<file path="src/rtl/lsu_dmem_if_if.sv">
`default_nettype none
// +----------------------------------------------------------------------------+
// | lsu_dmem_if_if : core request/response and data-memory bus for lsu_dmem_if |
// | Rev 1.0                                                                    |
// +----------------------------------------------------------------------------+
interface lsu_dmem_if_if #(
    parameter int XLEN  = 32,
    parameter int BYTES = XLEN / 8
);
    logic             req_valid;
    logic             req_ready;
    logic             req_store;
    logic [2:0]       req_funct3;
    logic [XLEN-1:0]  req_addr;
    logic [XLEN-1:0]  req_wdata;
    logic             rsp_valid;
    logic             rsp_err;
    logic [XLEN-1:0]  rsp_rdata;
    logic [XLEN-1:0]  daddr;
    logic [XLEN-1:0]  dwdata;
    logic [BYTES-1:0] we;
    logic [XLEN-1:0]  drdata;

    // master: the core plus the data memory that surround the LSU
    modport master (
        output req_valid, req_store, req_funct3, req_addr, req_wdata, drdata,
        input  req_ready, rsp_valid, rsp_err, rsp_rdata, daddr, dwdata, we
    );

    modport slave (
        input  req_valid, req_store, req_funct3, req_addr, req_wdata, drdata,
        output req_ready, rsp_valid, rsp_err, rsp_rdata, daddr, dwdata, we
    );
endinterface
`default_nettype wire

</file>
<file path="src/rtl/lsu_dmem_if.sv">
`default_nettype none
// +----------------------------------------------------------------------------+
// | lsu_dmem_if : load/store initiator for a byte-enabled data memory port.    |
// | Optional macro MISALIGN_TRAP_EN: word-crossing accesses error, no split.   |
// | Rev 1.0                                                                    |
// +----------------------------------------------------------------------------+
module lsu_dmem_if #(
    parameter int XLEN  = 32,
    parameter int BYTES = XLEN / 8
) (
    input  wire logic    clk,
    input  wire logic    rst,
    lsu_dmem_if_if.slave bus
);
    typedef enum logic [1:0] {
        S_IDLE = 2'd0,
        S_ACC0 = 2'd1,
        S_ACC1 = 2'd2,
        S_RESP = 2'd3
    } state_t;

    function automatic logic [7:0] f_mask8(input logic [1:0] sz, input logic [1:0] off);
        logic [7:0] size;
        case (sz)
            2'd0:    size = 8'h01;
            2'd1:    size = 8'h03;
            default: size = 8'h0F;
        endcase
        f_mask8 = size << off;
    endfunction

    function automatic logic f_illegal(input logic st, input logic [2:0] f3);
        if (st)
            f_illegal = (f3 > 3'd2);
        else
            f_illegal = (f3 == 3'd3) || (f3 > 3'd5);
    endfunction

    // funct3[2] selects zero-extension (LBU/LHU)
    function automatic logic [XLEN-1:0] f_extend(input logic [2:0] f3, input logic [XLEN-1:0] raw);
        case (f3[1:0])
            2'd0:    f_extend = {{(XLEN-8){~f3[2] & raw[7]}}, raw[7:0]};
            2'd1:    f_extend = {{(XLEN-16){~f3[2] & raw[15]}}, raw[15:0]};
            default: f_extend = raw;
        endcase
    endfunction

    state_t           r_state;
    logic             r_ready;
    logic             r_rsp_valid;
    logic             r_rsp_err;
    logic             r_store;
    logic [2:0]       r_f3;
    logic [1:0]       r_off;
    logic [7:0]       r_mask8;
    logic [XLEN-1:0]  r_wdata_hi;
    logic [XLEN-1:0]  r_lo;
    logic [XLEN-1:0]  r_rdata;
    logic [XLEN-1:0]  r_daddr;
    logic [XLEN-1:0]  r_dwdata;
    logic [BYTES-1:0] r_we;

    logic [1:0]        w_req_off;
    logic [7:0]        w_req_mask8;
    logic [2*XLEN-1:0] w_req_wdata64;
    logic [XLEN-1:0]   w_req_word;
    logic              w_req_illegal;
    logic              w_req_trap;
    logic [XLEN-1:0]   w_lo;
    logic [XLEN-1:0]   w_hi;
    logic [XLEN-1:0]   w_raw;
    logic [XLEN-1:0]   w_load;

    assign w_req_off     = bus.req_addr[1:0];
    assign w_req_mask8   = f_mask8(bus.req_funct3[1:0], w_req_off);
    assign w_req_wdata64 = {{XLEN{1'b0}}, bus.req_wdata} << {w_req_off, 3'b000};
    assign w_req_word    = {bus.req_addr[XLEN-1:2], 2'b00};
    assign w_req_illegal = f_illegal(bus.req_store, bus.req_funct3);

`ifdef MISALIGN_TRAP_EN
    assign w_req_trap = |w_req_mask8[7:4];
`else
    assign w_req_trap = 1'b0;
`endif

    // Read data is combinational, so the word being fetched this cycle is used directly
    assign w_lo   = (r_state == S_ACC0) ? bus.drdata : r_lo;
    assign w_hi   = (r_state == S_ACC1) ? bus.drdata : '0;
    assign w_raw  = XLEN'({w_hi, w_lo} >> {r_off, 3'b000});
    assign w_load = f_extend(r_f3, w_raw);

    always_ff @(posedge clk) begin
        if (rst) begin
            r_state     <= S_IDLE;
            r_ready     <= 1'b1;
            r_rsp_valid <= 1'b0;
            r_rsp_err   <= 1'b0;
            r_rdata     <= '0;
            r_daddr     <= '0;
            r_dwdata    <= '0;
            r_we        <= '0;
            r_store     <= 1'b0;
            r_f3        <= '0;
            r_off       <= '0;
            r_mask8     <= '0;
            r_wdata_hi  <= '0;
            r_lo        <= '0;
        end else begin
            r_rsp_valid <= 1'b0;
            case (r_state)
                S_IDLE: begin
                    if (bus.req_valid) begin
                        r_ready    <= 1'b0;
                        r_store    <= bus.req_store;
                        r_f3       <= bus.req_funct3;
                        r_off      <= w_req_off;
                        r_mask8    <= w_req_mask8;
                        r_wdata_hi <= w_req_wdata64[2*XLEN-1:XLEN];
                        if (w_req_illegal || w_req_trap) begin
                            r_state     <= S_RESP;
                            r_rsp_valid <= 1'b1;
                            r_rsp_err   <= 1'b1;
                            r_rdata     <= '0;
                        end else begin
                            r_state  <= S_ACC0;
                            r_daddr  <= w_req_word;
                            r_dwdata <= w_req_wdata64[XLEN-1:0];
                            r_we     <= bus.req_store ? w_req_mask8[3:0] : '0;
                        end
                    end
                end
                S_ACC0: begin
                    r_lo <= bus.drdata;
                    if (|r_mask8[7:4]) begin
                        r_state  <= S_ACC1;
                        r_daddr  <= r_daddr + XLEN'(4);
                        r_dwdata <= r_wdata_hi;
                        r_we     <= r_store ? r_mask8[7:4] : '0;
                    end else begin
                        r_state     <= S_RESP;
                        r_we        <= '0;
                        r_rsp_valid <= 1'b1;
                        r_rsp_err   <= 1'b0;
                        r_rdata     <= r_store ? '0 : w_load;
                    end
                end
                S_ACC1: begin
                    r_state     <= S_RESP;
                    r_we        <= '0;
                    r_rsp_valid <= 1'b1;
                    r_rsp_err   <= 1'b0;
                    r_rdata     <= r_store ? '0 : w_load;
                end
                default: begin
                    r_state <= S_IDLE;
                    r_ready <= 1'b1;
                end
            endcase
        end
    end

    assign bus.req_ready = r_ready;
    assign bus.rsp_valid = r_rsp_valid;
    assign bus.rsp_err   = r_rsp_err;
    assign bus.rsp_rdata = r_rdata;
    assign bus.daddr     = r_daddr;
    assign bus.dwdata    = r_dwdata;
    assign bus.we        = rst ? '0 : r_we;
endmodule
`default_nettype wire

</file>
<file path="src/flat_wrapper.sv">
// flat-port wrapper written by rule: the top's interface ports become plain ports
module lsu_dmem_if_flat 
#(
    parameter int XLEN  = 32,
    parameter int BYTES = XLEN / 8
)
  (clk, rst, bus_req_valid, bus_req_store, bus_req_funct3, bus_req_addr, bus_req_wdata, bus_drdata, bus_req_ready, bus_rsp_valid, bus_rsp_err, bus_rsp_rdata, bus_daddr, bus_dwdata, bus_we);
  lsu_dmem_if_if #(.XLEN(XLEN), .BYTES(BYTES)) bus_i ();
  input  wire logic clk;
  input  wire logic rst;
  input wire logic [$bits(bus_i.req_valid)-1:0] bus_req_valid;
  input wire logic [$bits(bus_i.req_store)-1:0] bus_req_store;
  input wire logic [$bits(bus_i.req_funct3)-1:0] bus_req_funct3;
  input wire logic [$bits(bus_i.req_addr)-1:0] bus_req_addr;
  input wire logic [$bits(bus_i.req_wdata)-1:0] bus_req_wdata;
  input wire logic [$bits(bus_i.drdata)-1:0] bus_drdata;
  output wire logic [$bits(bus_i.req_ready)-1:0] bus_req_ready;
  output wire logic [$bits(bus_i.rsp_valid)-1:0] bus_rsp_valid;
  output wire logic [$bits(bus_i.rsp_err)-1:0] bus_rsp_err;
  output wire logic [$bits(bus_i.rsp_rdata)-1:0] bus_rsp_rdata;
  output wire logic [$bits(bus_i.daddr)-1:0] bus_daddr;
  output wire logic [$bits(bus_i.dwdata)-1:0] bus_dwdata;
  output wire logic [$bits(bus_i.we)-1:0] bus_we;
  assign bus_i.req_valid = bus_req_valid;
  assign bus_i.req_store = bus_req_store;
  assign bus_i.req_funct3 = bus_req_funct3;
  assign bus_i.req_addr = bus_req_addr;
  assign bus_i.req_wdata = bus_req_wdata;
  assign bus_i.drdata = bus_drdata;
  assign bus_req_ready = bus_i.req_ready;
  assign bus_rsp_valid = bus_i.rsp_valid;
  assign bus_rsp_err = bus_i.rsp_err;
  assign bus_rsp_rdata = bus_i.rsp_rdata;
  assign bus_daddr = bus_i.daddr;
  assign bus_dwdata = bus_i.dwdata;
  assign bus_we = bus_i.we;
  lsu_dmem_if #(.XLEN(XLEN), .BYTES(BYTES)) u_core (.clk(clk), .rst(rst), .bus(bus_i));
endmodule
</file>
<file path="config.mk">
export PLATFORM = sky130hd
export DESIGN_NAME = lsu_dmem_if_flat
export DESIGN_NICKNAME = d
export VERILOG_FILES = /design/src/rtl/lsu_dmem_if_if.sv /design/src/rtl/lsu_dmem_if.sv /design/src/flat_wrapper.sv
export SDC_FILE = /design/constraint.sdc
export NUM_CORES = 1
export LEC_CHECK = 0
export BUFFER_PORTS_ARGS = -buffer_cell sky130_fd_sc_hd__buf_2
export CAP_MARGIN = 25
export CELL_PAD_IN_SITES_DETAIL_PLACEMENT = 1
export CELL_PAD_IN_SITES_GLOBAL_PLACEMENT = 1
export CORE_UTILIZATION = 40
export CTS_CLUSTER_DIAMETER = 50
export DETAILED_ROUTE_END_ITERATION = 10
export PLACE_DENSITY_LB_ADDON = 0.15
export SYNTH_ARGS = -nofsm -noshare
export SYNTH_HDL_FRONTEND = slang
export SYNTH_SLANG_ARGS = --single-unit
</file>
<file path="constraint.sdc">
create_clock -name clk -period 2.3 [get_ports clk]
set_input_delay 0.345 -clock clk [delete_from_list [all_inputs] [get_ports clk]]
set_output_delay 0.345 -clock clk [all_outputs]
set_load 0.02 [all_outputs]
</file>
**Word level (Yosys, flattened, before mapping)**

Cells that the tools add are included.

- $add $sub $neg: 1
- Magnitude comparators: 2
- Equality and inequality tests: 10
- Shift operators: 3
- Muxes and demuxes: 39
- Bitwise gates (word level): 4
- Reductions and logical operators: 13

Operators by type and width:

| cell | count |
|---|---|
| two-way mux 32 bit | 12 |
| one-hot mux 32 bit (2 select lines) | 3 |
| one-hot mux 32 bit (3 select lines) | 1 |
| left shift 32 x 5 -> 64 bit | 1 |
| right shift 64 x 5 -> 32 bit | 1 |
| adder 32 x 3 -> 32 bit (second input constant) | 1 |
| two-way mux 4 bit | 6 |
| one-hot mux 4 bit (3 select lines) | 1 |
| two-way mux 1 bit | 9 |
| inequality test 2 bit (second input constant) | 4 |
| one-hot mux 4 bit (2 select lines) | 1 |
| AND reduction 4 bit | 2 |
| left shift 4 x 2 -> 8 bit | 1 |
| == test 2 x 1 -> 1 bit (second input constant) | 3 |
| logical NOT 2 bit | 3 |
| one-hot mux 1 bit (3 select lines) | 2 |
| one-hot mux 2 bit (3 select lines) | 1 |
| two-way mux 2 bit | 2 |
| AND reduction 2 bit | 2 |
| OR reduction 4 bit | 1 |
| == test 3 x 2 -> 1 bit (second input constant) | 1 |
| greater-than comparator 3 x 2 -> 1 bit (second input constant) | 1 |
| greater-than comparator 3 bit (second input constant) | 1 |
| AND reduction 3 bit | 1 |
| 9 further kinds | 11 |

- Flip-flop bits (word level): 183
- Bits of input ports: 103
- Word-level logic and storage cells: 86

**Depth between registers and ports, before layout**

- Depth in word-level cells: 8
- Gate-level depth with buffers: 11
- Mapped depth without buffers: 7

**Worst setup path before layout**

Ideal clock, no wire load.

- Path kind: reg2reg
- From: register u_core.r_state[1]
- To: register u_core.r_rdata[31], in the netlist u_core.bus.rsp_rdata[31]
- Setup time: 0.060 ns
- Arrival: 1.957 ns
- Required time: 2.240 ns
- Setup slack: 0.283 ns
- Stages on the path, launching flop included: 9
- Buffers on the path: 1
- Cell sequence: dfxtp_1 -> inv_1 -> ha_1 -> buf_4 -> mux2i_1 -> mux4_2 -> nor3b_2 -> o2111a_1 -> a311o_1

- Cells in the longest elaborated chain, start to end: 8
- Elaborated cells between the ends (all ways): 17
- Classes of those cells: eq/ne: 5; shift: 1; mux: 6; bitwise: 2; reduce/logical: 3

Ends and longest elaborated chain:

| what | line | source |
|---|---|---|
| from (decl) | lsu_dmem_if.sv:48 | `state_t r_state;` |
| from (signal assigned) | lsu_dmem_if.sv:94 | `r_state <= S_IDLE;` |
| from (signal assigned) | lsu_dmem_if.sv:120 | `r_state <= S_RESP;` |
| from (signal assigned) | lsu_dmem_if.sv:125 | `r_state <= S_ACC0;` |
| == test 2 x 1 -> 1 bit / == test 2 bit (equally long branches) | lsu_dmem_if.sv:87, lsu_dmem_if.sv:110, lsu_dmem_if.sv:88 |  |
| two-way mux 32 bit, on equally long branches | lsu_dmem_if.sv:87, lsu_dmem_if.sv:88 |  |
| right shift 64 x 5 -> 32 bit | lsu_dmem_if.sv:89 | `assign w_raw = XLEN'({w_hi, w_lo} >> {r_off, 3'b000});` |
| AND 1 bit, on equally long branches | lsu_dmem_if.sv:43, lsu_dmem_if.sv:42 |  |
| one-hot mux 32 bit (2 select lines) | lsu_dmem_if.sv:41 | `case (f3[1:0])` |
| two-way mux 32 bit | lsu_dmem_if.sv:144, lsu_dmem_if.sv:152 |  |
| two-way mux 32 bit | lsu_dmem_if.sv:134 | `if (\|r_mask8[7:4]) begin` |
| one-hot mux 32 bit (3 select lines) | lsu_dmem_if.sv:110 | `case (r_state)` |
| to (signal assigned) | lsu_dmem_if.sv:144 | `r_rdata <= r_store ? '0 : w_load;` |
| to (signal assigned) | lsu_dmem_if.sv:152 | `r_rdata <= r_store ? '0 : w_load;` |
| to (decl) | lsu_dmem_if.sv:58 | `logic [XLEN-1:0] r_rdata;` |

Parallel ways exist; a longest one is shown, timed or not. The select of a mux whose other input is x is not followed.
A chain may end at the register's enable or synchronous reset.

**Worst setup path in the final report**

- From: register u_core.r_state[1]
- To: register u_core.r_rdata[11], in the netlist u_core.bus.rsp_rdata[11]

- Cells in the longest elaborated chain, start to end: 8
- Elaborated cells between the ends (all ways): 16
- Classes of those cells: eq/ne: 5; shift: 1; mux: 6; bitwise: 1; reduce/logical: 3

Ends and longest elaborated chain:

| what | line | source |
|---|---|---|
| == test 2 x 1 -> 1 bit / == test 2 bit (equally long branches) | lsu_dmem_if.sv:87, lsu_dmem_if.sv:110, lsu_dmem_if.sv:88 |  |
| two-way mux 32 bit, on equally long branches | lsu_dmem_if.sv:87, lsu_dmem_if.sv:88 |  |
| right shift 64 x 5 -> 32 bit | lsu_dmem_if.sv:89 |  |
| AND 1 bit | lsu_dmem_if.sv:42 | `2'd0: f_extend = {{(XLEN-8){~f3[2] & raw[7]}}, raw[7:0]};` |
| one-hot mux 32 bit (2 select lines) | lsu_dmem_if.sv:41 |  |
| two-way mux 32 bit | lsu_dmem_if.sv:144, lsu_dmem_if.sv:152 |  |
| two-way mux 32 bit | lsu_dmem_if.sv:134 |  |
| one-hot mux 32 bit (3 select lines) | lsu_dmem_if.sv:110 |  |

Parallel ways exist; a longest one is shown, timed or not. The select of a mux whose other input is x is not followed.

==> flow_summary.yaml <==
yosys:
  post_synth_instance_area_um2: 8740
  yosys_register_bits: 168
  synth_async_sr_flop_share_pct: 0
  syn_avg_cell_area_um2: 8.54
  edff_count_synth: 0
  netlist-cell-type-count: 68
  netlist_top_cells_count: "sky130_fd_sc_hd__dfxtp_1 (168), sky130_fd_sc_hd__nor2_1 (125), sky130_fd_sc_hd__nand2_1 (107), sky130_fd_sc_hd__a21oi_1 (68), sky130_fd_sc_hd__mux2i_1 (61)"
  yosysTopAreaCellShare_pct: 38.5
  post_synthesis_cell_count: 1023
  cell_with_the_most_instances_after_synthesis: "sky130_fd_sc_hd__dfxtp_1"
  yosys_warnings: 0
  synth.top_cells.by_area: "sky130_fd_sc_hd__dfxtp_1 (38%), sky130_fd_sc_hd__mux2i_1 (7.0%), sky130_fd_sc_hd__nor2_1 (5.4%)"
  yosysSeqAreaShare_pct: 38.5
  post-synth-top-area-cell: "sky130_fd_sc_hd__dfxtp_1"
  dominant_synthesized_flop_cell: "sky130_fd_sc_hd__dfxtp_1"
clock_tree:
  post-cts-setup-buffers: 0
  cts_buffers: 17
  cts_sink_count: 168
  clk_transition_reported_paths_ns: 0.07
  clockBufferDepth: 2
  cts.hold.buffers_added: 0
  tritoncts: "yes"
  clkLatencyLatePin_ns: 0.44
  clk_root_buffer_cell: "sky130_fd_sc_hd__clkbuf_16"
  cts.htree.levels: 4
grt:
  grt_start_max_net_pins: 88
  grt_pass1_wl_mm: 48.3
  total_grt_overflow: 0
  first_global_vias: 8761
  antenna_violations_before_repair: 4
  aggregate_global_route_resource_usage_pct: 27.8
power:
  ir_worst_vdd_mv: 0.569
  leakagePower_nw: 4.49
  power.sequential.fraction_pct: 30.1
  internal_power_mw: 8.08
  power_per_cell_area_nw_per_um2: 1310
  power.clock.fraction_pct: 21.0
  power.switching_mw: 6.19
  total_power_mw: 14.3
  switching_share_pct: 43.4
  comb_power_share_pct: 49.0
drt:
  initialDrtViolationCount: 473
  detail_route.wirelength_mm: 30.8
  drcViolationCount: 0
  drt_pre_antenna_iters: 4
  detailroute.via_count: 8782
  post_drt_via_cell_ratio: 5.83
  wl_per_cell_um: 20.5
  final_antenna_net_count: 0
final_layout:
  final_core_util_pct: 51.4
  post_route_cells_drive_above_1_share_pct: 29.2
  layout.nets: 1323
  syn_to_final_growth_pct: 24.9
  post_layout_nonfiller_instances: 1506
  finish.instance_area_um2: 10900
  n_fill_cell: 2599
critical_path:
  largest_fanout_of_any_net_on_the_critical_path: 39
  cp_arrival_ns: 2.52
  critPathCaptureType: "flip-flop"
  timing.setup.critical_path_class: "reg2reg"
  start_kind: "flip-flop"
  cp.required_ns: 2.63
sta:
  maxClockFrequency_mhz: 456
  max-slew-margin-rel_pct: 36.1
  timing.final.crit_share_pct: 95.4
  rsz0062_at_grt: "no"
  fin_setup_tns_ns: 0
  worst-slew-pin-transition_ns: 0.958
  finalHoldViolations: 0
  timing.clock.skew_ns: 0.0156
  timing.final.crit_period_ns: 2.19
  setup_viol_count_final: 0
  final-max-slew-violation-count: 0
floorplan:
  initial_utilization_pct: 41.2
  io_pins: 206
  core_footprint_um2: 21200
  die-height_um: 150
  placementRows: 53
  die-width_um: 150
  total_die_area_um2: 22400
run_status:
  status: "complete, no violations"
placement:
  hpwlAfterDp_mm: 22.0
  placed_cells: 1470
  place_area_um2: 10300
  port_buffers: 203
  globalplace.congestion: 0.871
run:
  timing.max_cap.violations: 0
hold_path:
  timing.hold.worst.class: "in2reg"
## final timing paths
path	from	endpoint	slack [ns]	cells after the start
setup / recovery	u_core.r_state[1]$_SDFFE_PP0N_	u_core.bus.rsp_rdata[11]$_SDFFE_PP0P_	0.11	7
hold / removal	bus_req_funct3[2]	u_core.r_f3[2]$_SDFFE_PP0P_	0.19	3
setup reg to reg	u_core.r_state[1]$_SDFFE_PP0N_	u_core.bus.rsp_rdata[11]$_SDFFE_PP0P_	0.11	7
hold reg to reg	u_core.bus.rsp_rdata[15]$_SDFFE_PP0P_	u_core.bus.rsp_rdata[15]$_SDFFE_PP0P_	0.45	2
## flip-flops by register name, indices dropped and copies added (netlist names), 2 cells and up
name / count
u_core.bus.daddr: 30
u_core.bus.dwdata: 32
u_core.bus.rsp_rdata: 32
u_core.r_f3: 3
u_core.r_lo: 32
u_core.r_mask8: 3
u_core.r_off: 2
u_core.r_state: 2
u_core.r_wdata_hi: 24
u_core.r_we: 4
## power by group through the flow
stage	sequential, mW	combinational, mW	clock, mW
floorplan	4.79	3.89	0
global placement	4.31	6.72	0
detailed placement	4.33	6.87	0
CTS	4.28	6.93	3.04
global route	4.39	7.54	3.18
finish	4.29	6.99	2.99
## per-stage QoR
step | setup WS, ns | hold slack (ns)
global placement | 0.0351 | 0.428
global route | 0.00731 | 0.194
finish | 0.106 | 0.185
CTS | -0.0387 | 0.171
floorplan | 0.283 | 0.433
detailed placement | -0.00283 | 0.442
## cells in the final DEF (no fill, tap or decap), drive strengths merged, types with 13 or more instances in the layout
cell type / n
o21ai: 46
a21oi: 68
nand2: 108
nor2: 125
a211oi: 19
mux2: 28
mux4: 15
o211ai: 13
dfxtp: 168
nand3: 15
mux2i: 61
buf: 261
clkbuf: 19
nor3: 38
a22oi: 19
nor2b: 18
a221oi: 17
inv: 23
## layout make-up
cell class / instances / area [µm²] / area share [%]
Sequential cell: 168 / 3370 / 30.8
Timing Repair Buffer: 261 / 1540 / 14.1
Clock inverter: 13 / 156 / 1.43
Inverter: 18 / 67.6 / 0.619
Clock buffer: 19 / 443 / 4.06
Tap cell: 275 / 344 / 3.15
Multi-Input combinational cell: 749 / 4990 / 45.7
Antenna cell: 3 / 7.51 / 0.0688
## per-layer routing
layer	wire, µm	global-route usage [%]	vias to the layer above	share of wire, %
met1	14000	37.5	4314	45
met2	14500	45.1	283	47
met4	537	7.88	0	1.7
met5	0	0	-	0
met3	1790	5.06	40	5.8
li1	-	-	4145	-
## cell families (layout without fill, tap and decap cells)
group                    Yosys count  after routing  share of synthesized area [%]
buffers and inverters            107            311                           5.21
AND/OR/NAND/NOR                  369            369                           19.9
AO/OA/AOI/OAI                    269            269                           21.2
flip-flops                       168            168                           38.5
other                              1              5                         0.0429
adder cells (fa/ha/maj)            5              5                          0.716
multiplexers                     104            104                           14.5
## worst max-delay path: stages, from the launching register on
cell	delay, ns
sky130_fd_sc_hd__dfxtp_1	0.32
sky130_fd_sc_hd__inv_1	0.12
sky130_fd_sc_hd__ha_4	0.26
sky130_fd_sc_hd__buf_12	0.27
sky130_fd_sc_hd__mux2i_1	0.44
sky130_fd_sc_hd__mux4_2	0.33
sky130_fd_sc_hd__nor2_1	0.05
sky130_fd_sc_hd__a211o_1	0.26
## repair_timing
action                                  in CTS  in global routing
pin swaps                                    0                  1
endpoints found under the setup margin       6                 36
resized for setup                            0                 12
Note: power is estimated with default switching activity, not from simulation.
